File: src/rtl/sw_debounce_pkg.sv
// Shared definitions for the switch debouncer: default sizes, event-FSM
// encoding and the legal range helper for the stability threshold.
package sw_debounce_pkg;

  localparam int unsigned NB_SW_DEF      = 4;
  localparam int unsigned NB_COUNTER_DEF = 16;

  typedef enum logic {
    IDLE = 1'b0,
    PEND = 1'b1
  } ev_state_t;

  // Largest threshold an NB_COUNTER-bit counter can reach before wrapping.
  function automatic longint unsigned max_stable_cnt(input int unsigned nb_counter);
    return (64'd1 << nb_counter) - 64'd1;
  endfunction

endpackage

File: src/rtl/sw_debounce_bit.sv
// One switch bit: 2-flop synchroniser, stability counter, debounced level
// register and registered rise/fall pulses.
module sw_debounce_bit
  import sw_debounce_pkg::*;
#(
  parameter int unsigned NB_COUNTER = NB_COUNTER_DEF,
  parameter int unsigned STABLE_CNT = 50000
) (
  input  logic clock,
  input  logic i_reset,
  input  logic i_sw,
  output logic o_sw,
  output logic o_rise,
  output logic o_fall,
  output logic o_upd
);

  localparam logic [NB_COUNTER-1:0] CNT_LAST = NB_COUNTER'(STABLE_CNT - 1);

  logic                  r_sync1;
  logic                  r_sync2;
  logic                  r_level;
  logic                  r_rise;
  logic                  r_fall;
  logic [NB_COUNTER-1:0] r_cnt;
  logic                  w_diff;
  logic                  w_upd;

  // The level flips on the STABLE_CNT-th consecutive mismatching cycle.
  assign w_diff = r_sync2 ^ r_level;
  assign w_upd  = w_diff && (r_cnt == CNT_LAST);

  // NOTE: non-blocking assignments let r_sync2 take r_sync1's old value,
  // giving a real two-stage synchroniser instead of a single flop.
  always_ff @(posedge clock) begin
    if (!i_reset) begin
      r_sync1 <= 1'b0;
      r_sync2 <= 1'b0;
      r_level <= 1'b0;
      r_rise  <= 1'b0;
      r_fall  <= 1'b0;
      r_cnt   <= '0;
    end else begin
      r_sync1 <= i_sw;
      r_sync2 <= r_sync1;
      r_rise  <= w_upd & r_sync2;
      r_fall  <= w_upd & ~r_sync2;
      if (!w_diff || w_upd) r_cnt <= '0;
      else                  r_cnt <= r_cnt + NB_COUNTER'(1);
      if (w_upd) r_level <= r_sync2;
    end
  end

  assign o_sw   = r_level;
  assign o_rise = r_rise;
  assign o_fall = r_fall;
  assign o_upd  = w_upd;

endmodule

File: src/rtl/sw_debounce.sv
// Debounced switch bank with rise/fall pulses and a one-deep change-event
// word offered to a consumer through a valid/ready handshake.
module sw_debounce
  import sw_debounce_pkg::*;
#(
  parameter int unsigned NB_SW      = NB_SW_DEF,
  parameter int unsigned NB_COUNTER = NB_COUNTER_DEF,
  parameter int unsigned STABLE_CNT = 50000
) (
  input  logic             clock,
  input  logic             i_reset,
  input  logic [NB_SW-1:0] i_sw,
  output logic [NB_SW-1:0] o_sw,
  output logic [NB_SW-1:0] o_rise,
  output logic [NB_SW-1:0] o_fall,
  output logic             o_valid,
  output logic [NB_SW-1:0] o_data,
  input  logic             i_ready,
  output logic             o_overrun
);

  if (STABLE_CNT == 0 || 64'(STABLE_CNT) > max_stable_cnt(NB_COUNTER)) begin : g_bad_cnt
    $error("sw_debounce: STABLE_CNT outside 1..2^NB_COUNTER-1");
  end

  logic [NB_SW-1:0] w_sw;
  logic [NB_SW-1:0] w_upd;
  logic             w_change;
  logic             w_set_ovr;
  ev_state_t        r_state;
  ev_state_t        w_state_next;
  logic [NB_SW-1:0] r_data;
  logic             r_overrun;

  for (genvar g = 0; g < NB_SW; g++) begin : g_bit
    sw_debounce_bit #(
      .NB_COUNTER (NB_COUNTER),
      .STABLE_CNT (STABLE_CNT)
    ) u_bit (
      .clock   (clock),
      .i_reset (i_reset),
      .i_sw    (i_sw[g]),
      .o_sw    (w_sw[g]),
      .o_rise  (o_rise[g]),
      .o_fall  (o_fall[g]),
      .o_upd   (w_upd[g])
    );
  end

  // Updates land on the same edge as o_sw, so the new word is o_sw ^ w_upd.
  assign w_change = |w_upd;

  // NOTE: every always_comb output gets a default first so no path can
  // leave it unassigned and infer a latch.
  always_comb begin
    w_state_next = r_state;
    w_set_ovr    = 1'b0;
    unique case (r_state)
      IDLE: if (w_change) w_state_next = PEND;
      PEND: begin
        if (w_change)     w_set_ovr    = !i_ready;
        else if (i_ready) w_state_next = IDLE;
      end
      default: w_state_next = IDLE;
    endcase
  end

  always_ff @(posedge clock) begin
    if (!i_reset) begin
      r_state   <= IDLE;
      r_data    <= '0;
      r_overrun <= 1'b0;
    end else begin
      r_state <= w_state_next;
      if (w_change)  r_data    <= w_sw ^ w_upd;
      if (w_set_ovr) r_overrun <= 1'b1;
    end
  end

  assign o_sw      = w_sw;
  assign o_valid   = (r_state == PEND);
  assign o_data    = r_data;
  assign o_overrun = r_overrun;

endmodule

File: config.mk
export PLATFORM = sky130hd
export DESIGN_NAME = sw_debounce
export DESIGN_NICKNAME = d
export VERILOG_FILES = /design/src/rtl/sw_debounce_pkg.sv /design/src/rtl/sw_debounce_bit.sv /design/src/rtl/sw_debounce.sv
export SDC_FILE = /design/constraint.sdc
export NUM_CORES = 1
export LEC_CHECK = 0
export CAP_MARGIN = 0
export CORE_UTILIZATION = 40
export CTS_CLUSTER_SIZE = 12
export DETAILED_ROUTE_END_ITERATION = 12
export GPL_ROUTABILITY_DRIVEN = 0
export PLACE_DENSITY = 0.65
export SYNTH_ARGS = -nofsm -noshare
export SYNTH_HDL_FRONTEND = slang
export SYNTH_SLANG_ARGS = --single-unit
File: constraint.sdc
create_clock -name clock -period 2.52 [get_ports clock]
set_input_delay 0.252 -clock clock [delete_from_list [all_inputs] [get_ports clock]]
set_output_delay 0.252 -clock clock [all_outputs]
set_load 0.05 [all_outputs]
Word level (Yosys, flattened, before mapping)
Index checks and enable logic that the tools add are counted.
{ "totals": {"ff_bits": 90, "word_cells": 78} }
{ "classes": {"n_reduce_logical": 18, "n_addsub": 4, "n_bitwise": 19, "n_eq_ne": 4, "n_mux": 6} }
{ "op_table": {"columns": ["cell", "count"], "rows": [
  ["16-bit by 1-bit adder with 16-bit output, second input constant", 4],
  ["16-bit equality test, second input constant", 4],
  ["1-bit AND", 8],
  ["2-bit OR reduction", 4],
  ["1-bit NOT", 6],
  ["1-bit logical NOT", 5],
  ["1-bit two-way mux", 5],
  ["1-bit logical AND", 4],
  ["1-bit logical OR", 4],
  ["4-bit OR reduction", 1],
  ["1-bit bitwise XOR", 4],
  ["4-bit bitwise XOR", 1],
  ["1-bit case mux with 2 select lines", 1]
]} }

Depth between registers and ports, before layout
Gate-level depths: netlist of run 1.
{ "depth": {"word_depth": 5, "ltp_mapped": 7} }

Cells and area by module
A second synthesis of run 1 with hierarchy kept.
{ "hier_totals": {"cells_unflattened": 405, "hier_area_um2": 4007.6} }
{ "modules_own_cells": {"columns": ["module", "area_per_inst_um2", "n_inst", "cells_each"], "rows": [
  ["sw_debounce_bit", 938.4, 4, 95],
  ["sw_debounce", 254.0, 1, 25]
]} }

Least setup slack after synthesis of run 1
No wires, ideal clock.
{ "synth_path": {"path_kind": "register to register", "startpoint": "reg g_bit[3].u_bit.r_cnt[13]", "endpoint": "reg r_data[0] (netlist: o_data[0])", "stages_incl_launch_ff": 6, "t_arrival_ps": 1891, "n_path_buf": 0, "setup_time_ps": 123, "slack_ps": 506, "path_cell_list": "dfxtp_1 or4_1 or4_4 nand2b_4 nand4_4 mux2_1"} }
{ "synth_between": {"elab_chain_cells": 3} }
{ "synth_rtl": {"columns": ["element", "line", "rtl"], "rows": [
  ["start, declared", "sw_debounce_bit.sv:25", "logic [NB_COUNTER-1:0] r_cnt;"],
  ["start signal, assigned", "sw_debounce_bit.sv:49", "else r_cnt <= r_cnt + NB_COUNTER'(1);"],
  ["16-bit equality test", "sw_debounce_bit.sv:31", "assign w_upd = w_diff && (r_cnt == CNT_LAST);"],
  ["1-bit logical AND", "sw_debounce_bit.sv:31", null],
  ["4-bit OR reduction", "sw_debounce.sv:51", "assign w_change = |w_upd;"],
  ["end signal, assigned", "sw_debounce.sv:75", "if (w_change) r_data <= w_sw ^ w_upd;"],
  ["end, declared", "sw_debounce.sv:32", "logic [NB_SW-1:0] r_data;"]
]} }
Every way passes these cells.
A chain may end at the register's enable or synchronous reset.

Final worst setup path of run 1
{ "layout_path": {"startpoint": "reg g_bit[0].u_bit.r_cnt[10]", "endpoint": "reg r_data[0] (netlist: o_data[0])"} }
{ "layout_between": {"elab_chain_cells": 3, "word_cells_on_any_way": 4} }
{ "layout_rtl": {"columns": ["element", "line"], "rows": [
  ["start, declared", "sw_debounce_bit.sv:25"],
  ["start signal, assigned", "sw_debounce_bit.sv:49"],
  ["16-bit equality test (*)", "sw_debounce_bit.sv:31"],
  ["1-bit logical AND (*)", "sw_debounce_bit.sv:31"],
  ["4-bit OR reduction or 4-bit bitwise XOR (tied branches)", "sw_debounce.sv:51, sw_debounce.sv:75"]
]} }
Mark *: on every way between the ends. The rest lies on a longest branch, timed or not.

==> impl_metrics.json, run 1 <==
{
  "area_growth_pct": 11.9,
  "yosysUniqueCellTypes": 43,
  "p_clk_share_pct": 37.1,
  "yosys_warnings": 0,
  "p_switching_w": 0.000483,
  "switching_share_pct": 20.7,
  "cts_sinks": 90,
  "drive_gt1_share_pct": 5.02,
  "die_h_um": 98.5,
  "totalWireLength_um": 6270,
  "worst_clock_skew_ns": 0.00710,
  "cp_cell_sequence": "or4b_1 -> nor4_2 -> nand2_1 -> nand4_4 -> mux2_1",
  "hold_viol": 0,
  "period_share_pct": 84.9,
  "cts_tree": "done",
  "place_area_um2": 3990,
  "numCtsBuffers": 9,
  "htreeDepth": 3,
  "cts_setup_buffers": 0,
  "syn-cell-area_um2": 3720,
  "hpwl_um": 4560,
  "finalCriticalPeriod_ns": 2.14,
  "antenna_found_initial": 0,
  "finalHoldWorstSlack_ns": 0.437,
  "cp_slowest_cell": "or4b_1",
  "fin_setup_tns_ns": 0,
  "peakVddDrop_mv": 0.204,
  "track_usage_pct": 13.7,
  "synth_cells": 396,
  "max_stage_delay_ns": 0.54,
  "worstSetupPathType": "reg2reg",
  "postLayoutSetupSlackWorst_ns": 0.380,
  "grt_pass1_wl_um": 10700,
  "p_seq_share_pct": 61.4,
  "synthFlopType": "dfxtp_1",
  "drcViolationCount": 0,
  "initial_utilization_pct": 42.1,
  "finish.utilization_pct": 47.1,
  "hold_path_class": "reg2reg",
  "n_antenna_cell": 0,
  "synth-seq-area-share_pct": 48.4,
  "clock_path_buffers": 2,
  "relSlewSlack_pct": 60.3,
  "root_buffer": "clkbuf_8",
  "vias_per_cell": 4.89,
  "final-setup-viol-count": 0,
  "gr-total-overflow": 0,
  "clk_pin_slew_ns": 0.08,
  "grt_pass1_vias": 2348,
  "grt_max_degree": 17,
  "ctsResizeCount": 0,
  "dp_worst_setup_slack_ns": 0.385,
  "stdcell_area_um2": 4170,
  "syn_area_per_cell_um2": 9.40,
  "synthArstFlopShare_pct": 0,
  "critPathRequiredTime_ns": 2.75,
  "first_pass_iters": 6,
  "max_freq_mhz": 467,
  "synth_nets": 407,
  "synth_edf_count": 0,
  "clock_latency_ns": 0.34,
  "vias": 2573,
  "cp_max_fo": 5,
  "power.density_nw_per_um2": 561,
  "cap_violations": 0,
  "die-area_um2": 9700,
  "synth_seq_cells": 90,
  "io_buffer_count": 24,
  "p_int_w": 0.00185,
  "ctsHoldBuffers": 0,
  "crit_arrival_ns": 2.37,
  "rows": 34,
  "wire_per_inst_um": 11.9,
  "status": "finished, final reports clean",
  "grt_setup_unrepaired": "no",
  "p_comb_share_pct": 1.5,
  "io_pins": 25,
  "ant_nets": 0,
  "core_um2": 8850,
  "dr.first_iter.drc_count": 50,
  "final_nets": 425,
  "cp-end-kind": "flop",
  "cp-start-kind": "flop",
  "worstMarginPinSlew_ns": 0.594,
  "p_leak_nw": 1.39,
  "chipWidth_um": 98.5,
  "slew_violations": 0
}
layer usage:
| layer | track usage, % | vias to the layer above | part of all wire [%] |
|---|---|---|---|
| met2 | 21.4 | 32 | 46 |
| met3 | 4.33 | 11 | 3.2 |
| li1 | - | 1348 | - |
| met1 | 17.8 | 1182 | 49 |
| met4 | 5.17 | 0 | 1.9 |
| met5 | 0 | - | 0 |
registers in the layout, indices dropped and copies added, names as in the netlist:
signal	flops
g_bit.u_bit.o_sw	4
o_overrun	1
g_bit.u_bit.r_cnt	64
o_data	4
g_bit.u_bit.o_fall	4
g_bit.u_bit.r_sync1	4
o_valid	1
g_bit.u_bit.o_rise	4
g_bit.u_bit.r_sync2	4
final timing paths:
| check | startpoint | to | slack (ns) | depth (start not counted) |
|---|---|---|---|---|
| max | g_bit[0].u_bit.r_cnt[10]$_SDFF_PP0_ | o_data[0]$_SDFFE_PN0P_ | 0.38 | 5 |
| min | g_bit[3].u_bit.r_sync1$_SDFF_PN0_ | g_bit[3].u_bit.r_sync2$_SDFF_PN0_ | 0.44 | 1 |
| max reg2reg | g_bit[0].u_bit.r_cnt[10]$_SDFF_PP0_ | o_data[0]$_SDFFE_PN0P_ | 0.38 | 5 |
| min reg2reg | g_bit[3].u_bit.r_sync1$_SDFF_PN0_ | g_bit[3].u_bit.r_sync2$_SDFF_PN0_ | 0.44 | 1 |
synth_stat cells, types with 4 or more instances:
cell	count	area (µm²)
dfxtp_1	90	1800
nor2_1	76	285
xor2_1	33	289
nand3_1	27	135
xnor2_1	24	210
nand2_1	18	67.6
and2_1	12	75.1
buf_4	12	90.1
nand4_1	11	68.8
and3_1	9	56.3
inv_1	8	30.0
nor3b_1	8	60.1
and4_1	5	43.8
clkbuf_1	5	18.8
ha_1	4	50.1
mux2i_1	4	40.0
nor3_1	4	20.0
metrics by stage:
stage | cells | total power [W]
after floorplan | 396 | 0.00149
after global placement | 511 | 0.00150
after detailed placement | 511 | 0.00150
after CTS | 526 | 0.00237
after global routing | 526 | 0.00243
final | 526 | 0.00233
cell usage in the layout, fill, tap and decap left out, drive strengths merged, types with 4 or more instances in the layout:
cell / n
dfxtp: 90
nor2: 76
xor2: 33
nand3: 28
xnor2: 24
clkdlybuf4s50: 24
nand2: 18
clkbuf: 13
and2: 12
nand4: 12
and3: 9
inv: 8
nor3b: 8
and4: 5
nor3: 4
mux2i: 4
ha: 4
mux2: 4
worst max-delay path, delay by kind of cell, from the launching register on:
family | cells | cell delay, ns
simple gates | 4 | 1.36
flops | 1 | 0.33
mux | 1 | 0.33
power groups by stage:
stage                     sequential [W]  combinational (W)  clock [W]
after global placement           0.00147          0.0000361          0
after detailed placement         0.00147          0.0000364          0
after CTS                        0.00143          0.0000364   0.000900
final                            0.00143          0.0000355   0.000865
after global routing             0.00144          0.0000400   0.000952
after floorplan                  0.00147          0.0000202          0
logic make-up (layout without fill, tap and decap cells):
group / count (synthesis) / count (layout) / synth area share, %
AO/OA/AOI/OAI: 9 / 9 / 1.45
XOR/XNOR: 57 / 57 / 13.4
adder cells (fa/ha/maj): 4 / 4 / 1.34
buffers and inverters: 28 / 50 / 4.10
flip-flops: 90 / 90 / 48.4
multiplexers: 8 / 8 / 2.39
AND/OR/NAND/NOR: 200 / 200 / 28.9
area by class of cell:
| cell class | count | area [µm²] |
|---|---|---|
| clock buffers | 13 | 159 |
| clock inverters | 2 | 12.5 |
| fillers | 866 | 4680 |
| inverters | 9 | 33.8 |
| multi-input cells | 278 | 1770 |
| flip-flops and latches | 90 | 1800 |
| well taps | 108 | 135 |
| repair buffers | 26 | 255 |
(Power assumes the default switching activity.)
==> run 2: changes to the inputs <==
Settings changed: PLACE_DENSITY 0.65 to 0.67.
Clock period 2.52 ns to 1.9 ns, I/O delays scaled along.
==> run 2 against run 1 <==
- the flow now finishes with violations (negative setup slack)
- clock-buffer cell count is 4 lower
- clock power is 35% higher
- core utilization is 3.0 points higher
- largest cell class unchanged
==> impl_metrics.json, run 2 (synthesis results as in run 1) <==
{
  "status": "finished, violations left",
  "violations": "negative setup slack",
  "fin_setup_tns_ns": -0.362,
  "n_antenna_cell": 0,
  "ant_nets": 0,
  "dp_worst_setup_slack_ns": -0.0997,
  "final_nets": 455,
  "critPathTopFamily": "simple AND/OR/NAND/NOR gates",
  "slew_violations": 0,
  "regMostFlops": "g_bit.u_bit.r_cnt",
  "drcViolationCount": 0,
  "track_usage_pct": 14.7,
  "max_freq_mhz": 501,
  "clock_latency_ns": 0.35,
  "die-area_um2": 9700,
  "cts_tree": "done",
  "layout_commonest_cell": "dfxtp_1",
  "root_buffer": "clkbuf_8",
  "relSlewSlack_pct": 65.9,
  "crit_buf_inv": 0,
  "cp_max_fo": 5,
  "cap_violations": 0,
  "grt_setup_unrepaired": "yes",
  "clock_path_buffers": 2,
  "cp_cell_sequence": "or4_1 -> or4_4 -> nand2b_4 -> nand4_4 -> mux2_4",
  "rows": 34,
  "cp_slowest_cell": "or4_1",
  "postLayoutSetupSlackWorst_ns": -0.0967,
  "cp-end-kind": "flop",
  "core_um2": 8850,
  "die_h_um": 98.5,
  "wire_per_inst_um": 12.0,
  "dr.first_iter.drc_count": 55,
  "hold_viol": 0,
  "ctsResizeCount": 0,
  "finalCriticalPeriod_ns": 2.00,
  "vias": 2725,
  "layout_common_cells": "dfxtp_1, nor2_1, xor2_1",
  "cts_sinks": 90,
  "worstSetupPathType": "reg2reg",
  "hpwl_um": 4780,
  "period_share_pct": 105,
  "grt_pass1_vias": 2589,
  "chipWidth_um": 98.5,
  "numCtsBuffers": 9,
  "final-setup-viol-count": 4,
  "grt_pass1_wl_um": 11400,
  "crit_arrival_ns": 2.24,
  "io_buffer_count": 24,
  "power.density_nw_per_um2": 707,
  "largest_register_ffs": 64,
  "cp-start-kind": "flop",
  "totalWireLength_um": 6700,
  "initial_utilization_pct": 42.1,
  "p_leak_nw": 1.57,
  "max_stage_delay_ns": 0.51,
  "io_pins": 25,
  "htreeDepth": 3,
  "first_pass_iters": 6,
  "grt_max_degree": 21,
  "antenna_found_initial": 0,
  "hold_path_class": "in2reg",
  "worstMarginPinSlew_ns": 0.509,
  "worst_clock_skew_ns": 0.0121,
  "clk_pin_slew_ns": 0.09,
  "vias_per_cell": 4.89,
  "gr-total-overflow": 0,
  "drive_gt1_share_pct": 12.7,
  "critPathRequiredTime_ns": 2.15,
  "area_growth_pct": 19.0,
  "peakVddDrop_mv": 0.323
}
-- run 2: through the flow --
step | cells | area, µm² | power (W) | utilization, % | hold slack (ns)
global route | 557 | 4430 | 0.00324 | 50.0 | 0.408
floorplan | 396 | 3740 | 0.00197 | - | 0.317
global placement | 540 | 4240 | 0.00200 | 48.0 | 0.418
CTS | 557 | 4430 | 0.00316 | 50.0 | 0.398
finish | 557 | 4430 | 0.00313 | 50.0 | 0.410
detailed placement | 540 | 4240 | 0.00200 | 48.0 | 0.419
-- run 2: where the power goes --
part	internal, W	switching (W)
clock	0.000484	0.000689
sequential	0.00189	0.00000854
combinational	0.0000253	0.0000268
total	0.00240	0.000725
-- run 2: metal layers --
layer / up-vias / GRT usage (%) / routed length, µm
li1: 1413 / - / -
met1: 1275 / 17.9 / 3240
met2: 29 / 25.2 / 3190
met3: 8 / 3.62 / 175
met4: 0 / 5.51 / 93
met5: - / 0 / 0
-- run 2: final cells by class --
type	instances	area, µm²
repair buffers	56	493
well taps	108	135
multi-input cells	278	1790
clock inverters	7	52.6
flip-flops and latches	90	1800
inverters	9	33.8
fillers	836	4420
clock buffers	9	124
-- run 2: timing repair --
item	in CTS	in global routing
setup endpoints to repair	4	5
hold endpoints to repair	0	0
pin swaps	0	0
setup buffers	1	0
hold buffers	0	0
gates cloned	0	0
-- run 2: worst paths after layout --
check | cells after the start | slack, ns | endpoint | startpoint
max reg2reg | 5 | -0.1 | o_data[2]$_SDFFE_PN0P_ | g_bit[3].u_bit.r_cnt[13]$_SDFF_PP0_
min | 2 | 0.41 | g_bit[1].u_bit.r_sync1$_SDFF_PN0_ | i_sw[1]
max | 5 | -0.1 | o_data[2]$_SDFFE_PN0P_ | g_bit[3].u_bit.r_cnt[13]$_SDFF_PP0_
min reg2reg | 1 | 0.44 | g_bit[2].u_bit.r_sync2$_SDFF_PN0_ | g_bit[2].u_bit.r_sync1$_SDFF_PN0_
==> run 3: changes to the inputs <==
Settings changed: PLACE_DENSITY 0.67 to 0.66.
==> run 3 against run 2 <==
- the run ends with design-rule violations, negative setup slack left
- sequential cell count stayed put
- worst hold slack lost 0.0035 ns
- setup slack improved by 0.032 ns
- critical path type unchanged
- critical endpoint is now o_data[0]$_SDFFE_PN0P_
- largest cell class unchanged
==> impl_metrics.json, run 3 (synthesis results as in run 1) <==
{
  "rows": 34,
  "p_leak_nw": 1.60,
  "grt_max_degree": 21,
  "io_buffer_count": 24,
  "antenna_found_initial": 0,
  "hold_viol": 0,
  "dr.first_iter.drc_count": 55,
  "relSlewSlack_pct": 64.0,
  "grt_pass1_vias": 2624,
  "hold_path_class": "in2reg",
  "postLayoutSetupSlackWorst_ns": -0.0648,
  "clock_path_buffers": 2,
  "critPathRequiredTime_ns": 2.15,
  "clock_latency_ns": 0.36,
  "totalWireLength_um": 6540,
  "min_from": "i_sw[0]",
  "multi_input_area_um2": 1790,
  "p_total_w": 0.00327,
  "gr-total-overflow": 0,
  "wire_per_inst_um": 11.7,
  "r2r_start": "g_bit[3].u_bit.r_cnt[13]$_SDFF_PP0_",
  "largest_register_ffs": 64,
  "max_freq_mhz": 509,
  "critPathLaunch": "g_bit[3].u_bit.r_cnt[13]$_SDFF_PP0_",
  "drive_gt1_share_pct": 13.1,
  "vias": 2719,
  "numCtsBuffers": 9,
  "period_share_pct": 103,
  "regMostFlops": "g_bit.u_bit.r_cnt",
  "cap_violations": 0,
  "power.density_nw_per_um2": 730,
  "cts_tree": "done",
  "peakVddDrop_mv": 0.485,
  "drcViolationCount": 2,
  "cp-start-kind": "flop",
  "max_stage_delay_ns": 0.50,
  "crit_arrival_ns": 2.22,
  "slew_violations": 0,
  "grt_pass1_wl_um": 11500,
  "n_antenna_cell": 0,
  "layout_common_cells": "dfxtp_1, nor2_1, buf_4",
  "area_growth_pct": 20.3,
  "finalCriticalPeriod_ns": 1.96,
  "first_pass_iters": 10,
  "root_buffer": "clkbuf_8",
  "cp_cell_sequence": "or4_1 -> or4_4 -> nand2b_4 -> nand4_4 -> mux2_4",
  "initial_utilization_pct": 42.1,
  "die-area_um2": 9700,
  "worstMarginPinSlew_ns": 0.538,
  "final-setup-viol-count": 5,
  "htreeDepth": 3,
  "finish.utilization_pct": 50.6,
  "cp-end-kind": "flop",
  "hpwl_um": 4800,
  "chipWidth_um": 98.5,
  "worstSetupPathType": "reg2reg",
  "placedCellCount": 542,
  "status": "finished, violations left",
  "clk_pin_slew_ns": 0.08,
  "seqCellArea_um2": 1800,
  "ant_nets": 0,
  "cp_max_fo": 5,
  "final_cells": 559,
  "grt_setup_unrepaired": "yes",
  "io_pins": 25,
  "cts_sinks": 90,
  "cp_slowest_cell": "or4_1",
  "final_nets": 458,
  "vias_per_cell": 4.86,
  "worst_clock_skew_ns": 0.0130,
  "fill_cells": 860,
  "die_h_um": 98.5,
  "ctsHoldBuffers": 0,
  "layout_commonest_cell": "dfxtp_1",
  "track_usage_pct": 14.9,
  "core_um2": 8850,
  "violations": "design-rule violations, negative setup slack"
}
## run 3: cell count changes in the layout (fill, tap and decap cells not counted)
cell       previous run  this run
clkinv_4              2         1
bufinv_16             0         1
clkbuf_8              9        11
clkinv_2              2         1
buf_4                31        34
inv_6                 2         0
## run 3: what timing repair did
item,CTS,global route
endpoints found under the setup margin,4,10
buffers inserted,1,1
hold endpoints to repair,0,0
pin swaps,0,1
gates cloned,0,0
resized for setup,0,0
## run 3: through the flow
| stage | setup TNS [ns] | hold slack, ns | setup slack, ns | instance area (µm²) |
|---|---|---|---|---|
| after detailed placement | -0.308 | 0.426 | -0.0787 | 4260 |
| after global placement | -0.266 | 0.421 | -0.0667 | 4260 |
| after CTS | -0.342 | 0.392 | -0.0800 | 4470 |
| after global routing | -1.33 | 0.397 | -0.116 | 4480 |
| after floorplan | -0.168 | 0.317 | -0.0421 | 3740 |
| final | -0.263 | 0.407 | -0.0648 | 4480 |
## run 3: worst paths after layout
path                                             to  depth (start not counted)  slack (ns)
setup / recovery             o_data[0]$_SDFFE_PN0P_                          5       -0.06
setup reg to reg             o_data[0]$_SDFFE_PN0P_                          5       -0.06
hold reg to reg   g_bit[3].u_bit.r_sync2$_SDFF_PN0_                          1        0.44
hold / removal    g_bit[0].u_bit.r_sync1$_SDFF_PN0_                          2        0.41
## run 3: where the power goes
part / switching [W] / total (W) / internal, W
registers: 0.00000696 / 0.00190 / 0.00189
clock network: 0.000640 / 0.00131 / 0.000672
logic: 0.0000278 / 0.0000538 / 0.0000260
total: 0.000675 / 0.00327 / 0.00259
## run 3: critical path: cells and delay by family (launching register included)
| kind | cells | cell delay (ns) |
|---|---|---|
| mux | 1 | 0.31 |
| flops | 1 | 0.31 |
| simple gates | 4 | 1.24 |
## run 3: layer usage
layer,GRT usage [%],vias up,routed length (µm)
li1,-,1414,-
met1,17.8,1260,3130
met2,25.4,38,3050
met3,4.11,7,273
met4,6.20,0,80
met5,0,-,0
## run 3: layout make-up
| cell class | instances | area share (%) |
|---|---|---|
| clock inverters | 4 | 1.15 |
| multi-input cells | 278 | 39.9 |
| well taps | 108 | 3.02 |
| inverters | 9 | 0.755 |
| flip-flops and latches | 90 | 40.2 |
| repair buffers | 59 | 11.5 |
| clock buffers | 11 | 3.38 |
==> RTL edit 1, RTL diff (settings of run 2) <==
Set the package constant `NB_SW_DEF` to 2 (it was 4).
--- a/src/rtl/sw_debounce_pkg.sv
+++ b/src/rtl/sw_debounce_pkg.sv
@@ -2,7 +2,7 @@
 // encoding and the legal range helper for the stability threshold.
 package sw_debounce_pkg;
 
-  localparam int unsigned NB_SW_DEF      = 4;
+  localparam int unsigned NB_SW_DEF      = 2;
   localparam int unsigned NB_COUNTER_DEF = 16;
 
   typedef enum logic {
Ports: changed (5 resized); port bits go from 25 to 15. No check against the original RTL was run, so the function may have changed too.
==> RTL edit 1 against run 2 <==
  * Cell area shrank 45%
  * Critical path type unchanged
  * Count of clock-buffer cells in the layout shrank 2
  * Clock skew shrank 0.0041 ns
  * Critical endpoint is now o_data[0]
  * Wire length shrank 47%
  * Worst setup slack gained 0.098 ns
  * Area after synthesis shrank 46%
  * Sequential cell count shrank 44
  * Final cell count shrank 42%
  * Power shrank 49%
  * Core utilization grew 0.91 points
==> RTL edit 1: results (changes against run 2) <==
min_path:
  hold_depth: 1  # -1
  worstHoldStart: "g_bit[0].u_bit.r_sync1"
  holdCritPathClass: "reg2reg"
logic_synthesis:
  synth_xor_area_share_pct: 11.7  # -1.7 points
  synth_top_cells_by_area: "sky130_fd_sc_hd__dfxtp_1 (45%), sky130_fd_sc_hd__xnor2_1 (6.9%), sky130_fd_sc_hd__nor2_1 (5.6%), sky130_fd_sc_hd__xor2_1 (4.8%), sky130_fd_sc_hd__nand4_1 (3.1%)"
  synthDominantCellAreaShare_pct: 45.5  # -2.9 points
  synth_compound_area_share_pct: 7.47  # +6.0 points
  post_synth_fa_ha_maj_area_fraction_pct: 1.24  # -0.11 points
  synth_cell_types: 41  # -4.7%
  net_count_after_synthesis: 235  # -42%
  register_area_share_after_synthesis_pct: 45.5  # -2.9 points
  synth.area.mux_share_pct: 0  # -2.4 points
placement:
  dp_hpwl_um: 2540  # -47%
  setup_ws_pre_cts_ns: -0.0297  # +0.0700 ns
  portBuffers: 14  # -42%
power_and_ir_drop:
  ir_drop_mv: 0.285  # -12%
  power_leakage_nw: 0.827  # -47%
timing:
  final.setup.worst_slack_ns: 0.00113  # +0.0979 ns
  slew_headroom_pct: 66.0  # about the same
  final.hold.worst_slack_ns: 0.439  # +0.0286 ns
  fin_worst_skew_ns: 0.00801  # -0.00406 ns
cells_and_area:
  largest_register_ffs: 32  # -50%
  finish.net_count: 261  # -43%
global_route:
  global_route.usage.total_pct: 15.0  # +0.25 points
  grt_first_pass_wirelength_um: 6170  # -46%
  via_count_of_the_first_global_routing_pass: 1427  # -45%
critical_path:
  ff2ff_path_depth: 4  # -1
  crit_path_end: "o_data[0]"
  reg2reg_from: "g_bit[0].u_bit.r_cnt[5]"
  cp_max_fo: 3  # -2
  arrival_ns: 2.12  # -0.12 ns
clock_tree:
  cts_htree_levels: 2  # -1
  clk-insertion-delay-late_ns: 0.29  # -0.06 ns
  number_of_buffers_added_by_the_clock_tree_synthesis_step: 5  # -4
status:
  run_status: "finished clean"
routing:
  count_of_tritonroute_iterations_in_the_first_routing_pass: 4  # -2
  routed_via_density: 4.87  # -0.46%
  first_iter_violations: 75  # +36%
[RTL edit 1: final cells by class]
cell class	count	share of cell area (%)
Multi-Input combinational cell	157	41.0
Sequential cell	46	37.8
Timing Repair Buffer	34	12.5
Clock buffer	7	3.54
Tap cell	67	3.44
Inverter	10	1.54
Clock inverter	1	0.205
[RTL edit 1: stage by stage]
stage,instances,utilization [%],area (µm²)
CTS,322,50.8,2430
finish,322,51.0,2440
detailed placement,314,48.7,2330
global route,322,51.0,2440
floorplan,228,-,2030
global placement,314,48.7,2330
[RTL edit 1: where the power goes]
part           internal [mW]  switching, mW
Sequential             0.968        0.00453
Combinational         0.0191         0.0159
Clock                  0.294          0.309
[RTL edit 1: worst max-delay path, cell delays in order, from the launching register on]
cell	delay [ns]
sky130_fd_sc_hd__dfxtp_1	0.33
sky130_fd_sc_hd__or4b_4	0.54
sky130_fd_sc_hd__or4_4	0.43
sky130_fd_sc_hd__or3b_1	0.38
sky130_fd_sc_hd__o211ai_1	0.15
[RTL edit 1: timing repair]
action                                  4_1_cts  5_1_grt
buffers inserted                              0        0
gates resized for setup                       2        2
endpoints found under the setup margin        1        9
[RTL edit 1: kinds of logic (layout without fill, tap and decap cells)]
| group | count (synthesis) | count (layout) |
|---|---|---|
| buffers and inverters | 25 | 52 |
| xor gates and xnor gates | 27 | 27 |
| DFF | 46 | 46 |
| and+or+nand+nor | 105 | 105 |
| adders and majority gates | 2 | 2 |
| AOI/OAI and AO/OA | 23 | 23 |
[RTL edit 1: layer usage]
layer  vias up  GRT usage (%)  wire length (µm)
met5         -              0                 0
met1       713           19.4              1890
met2        15           23.1              1530
met4         0           5.23                28
met3         2           4.97                97
li1        838              -                 -
==> RTL edit 2, RTL diff (flow settings as in run 2) <==
Made on the original files. Make the reset (`i_reset`) asynchronous in 2 clocked blocks.
--- a/src/rtl/sw_debounce_bit.sv
+++ b/src/rtl/sw_debounce_bit.sv
@@ -32,7 +32,7 @@
 
   // NOTE: non-blocking assignments let r_sync2 take r_sync1's old value,
   // giving a real two-stage synchroniser instead of a single flop.
-  always_ff @(posedge clock) begin
+  always_ff @(posedge clock or negedge i_reset) begin
     if (!i_reset) begin
       r_sync1 <= 1'b0;
       r_sync2 <= 1'b0;
--- a/src/rtl/sw_debounce.sv
+++ b/src/rtl/sw_debounce.sv
@@ -65,7 +65,7 @@
     endcase
   end
 
-  always_ff @(posedge clock) begin
+  always_ff @(posedge clock or negedge i_reset) begin
     if (!i_reset) begin
       r_state   <= IDLE;
       r_data    <= '0;
Formal check against the unedited RTL: same outputs for any inputs over 10 cycles, from zero or initial values and one cycle with i_reset low; that may be too few to reach the edited logic, so the function may still have changed.
==> RTL edit 2 against run 2 <==
  * Worst setup slack gained 0.16 ns
  * Cell area rose by 9.1%
  * Largest cell class unchanged
  * Wire length grew 9.0%
  * Highest routed layer unchanged
  * Core utilization is 1.1 points lower
  * Sequential cell count unchanged
  * Area after synthesis rose by 10%
Power is not compared: it rests on default switching activity, and its combinational part moved more than twofold at a synthesized area within 25%.
==> RTL edit 2: results (changes against run 2) <==
status:
  run_status: "finished clean"
cells_and_area:
  finish.net_count: 428  # -5.9%
  num-multi-input-gates: 254  # -8.6%
  layout.filler_cells: 860  # +2.9%
  n_clock_buffer: 13  # +4
  number_of_buffers_other_than_clock_buffers_in_the_final_layout: 48  # -14%
  layout.non_clock_inverters: 14  # +5
timing:
  slew_headroom_pct: 66.5  # +0.59 points
  period_minus_slack_ns: 1.83  # -0.164 ns
global_route:
  grt_first_pass_wirelength_um: 12500  # +9.9%
  global_route.usage.total_pct: 15.7  # +0.99 points
min_path:
  worstHoldStart: "i_sw[3]"
  hold_depth: 1  # -1
critical_path:
  ff2ff_path_depth: 6  # +1
  worst-r2r-setup-slack_ns: 0.11  # +0.21 ns
  cp_top_family: "buffers and inverters"
  crit_path_end: "o_sw[2]"
  timing.rr.end: "o_data[2]"
routing:
  met3WireLength_um: 215  # +23%
  avgRoutedWirePerCell_um: 13.2  # +9.4%
logic_synthesis:
  synth_compound_area_share_pct: 0.885  # -0.56 points
  postSynthCellCount: 376  # -5.1%
  postSynthAreaPerCell_um2: 10.9  # +16%
  post_synth_fa_ha_maj_area_fraction_pct: 1.22  # -0.12 points
  synthTopCellsByCount: "sky130_fd_sc_hd__dfrtp_1 (90), sky130_fd_sc_hd__nor2_1 (70), sky130_fd_sc_hd__xnor2_1 (42)"
  synth_most_common_cell: "sky130_fd_sc_hd__dfrtp_1"
  synth.area.mux_share_pct: 2.56  # +0.18 points
  register_area_share_after_synthesis_pct: 55.0  # +6.6 points
placement:
  dp_hpwl_um: 5080  # +6.2%
  setup_ws_pre_cts_ns: 0.0280  # +0.128 ns
clock_tree:
  post-cts-setup-buffers: 0  # -1
-- RTL edit 2: changes by cell type after synthesis, sizes merged, moves of 9 or more --
cell | before | now
dfrtp | 0 | 90
dfxtp | 90 | 0
xnor2 | 24 | 42
xor2 | 33 | 17
and2 | 12 | 0
nor3 | 4 | 13
-- RTL edit 2: layer usage --
metal	vias to the layer above	GRT usage (%)
met3	14	3.02
met5	-	0
met2	47	23.0
met4	0	8.99
li1	1321	-
met1	1302	21.8
-- RTL edit 2: cells by family after synthesis --
family	after synthesis
AOI/OAI and AO/OA	6
xor gates and xnor gates	59
adders and majority gates	4
buffers and inverters	32
DFF	90
muxes	8
and+or+nand+nor	177
-- RTL edit 2: repair_timing --
| item | CTS | global route |
|---|---|---|
| setup endpoints to repair | 0 | 5 |
| hold buffers | 1 | 0 |
| hold endpoints to repair | 29 | 0 |
| gates resized for setup | 0 | 5 |
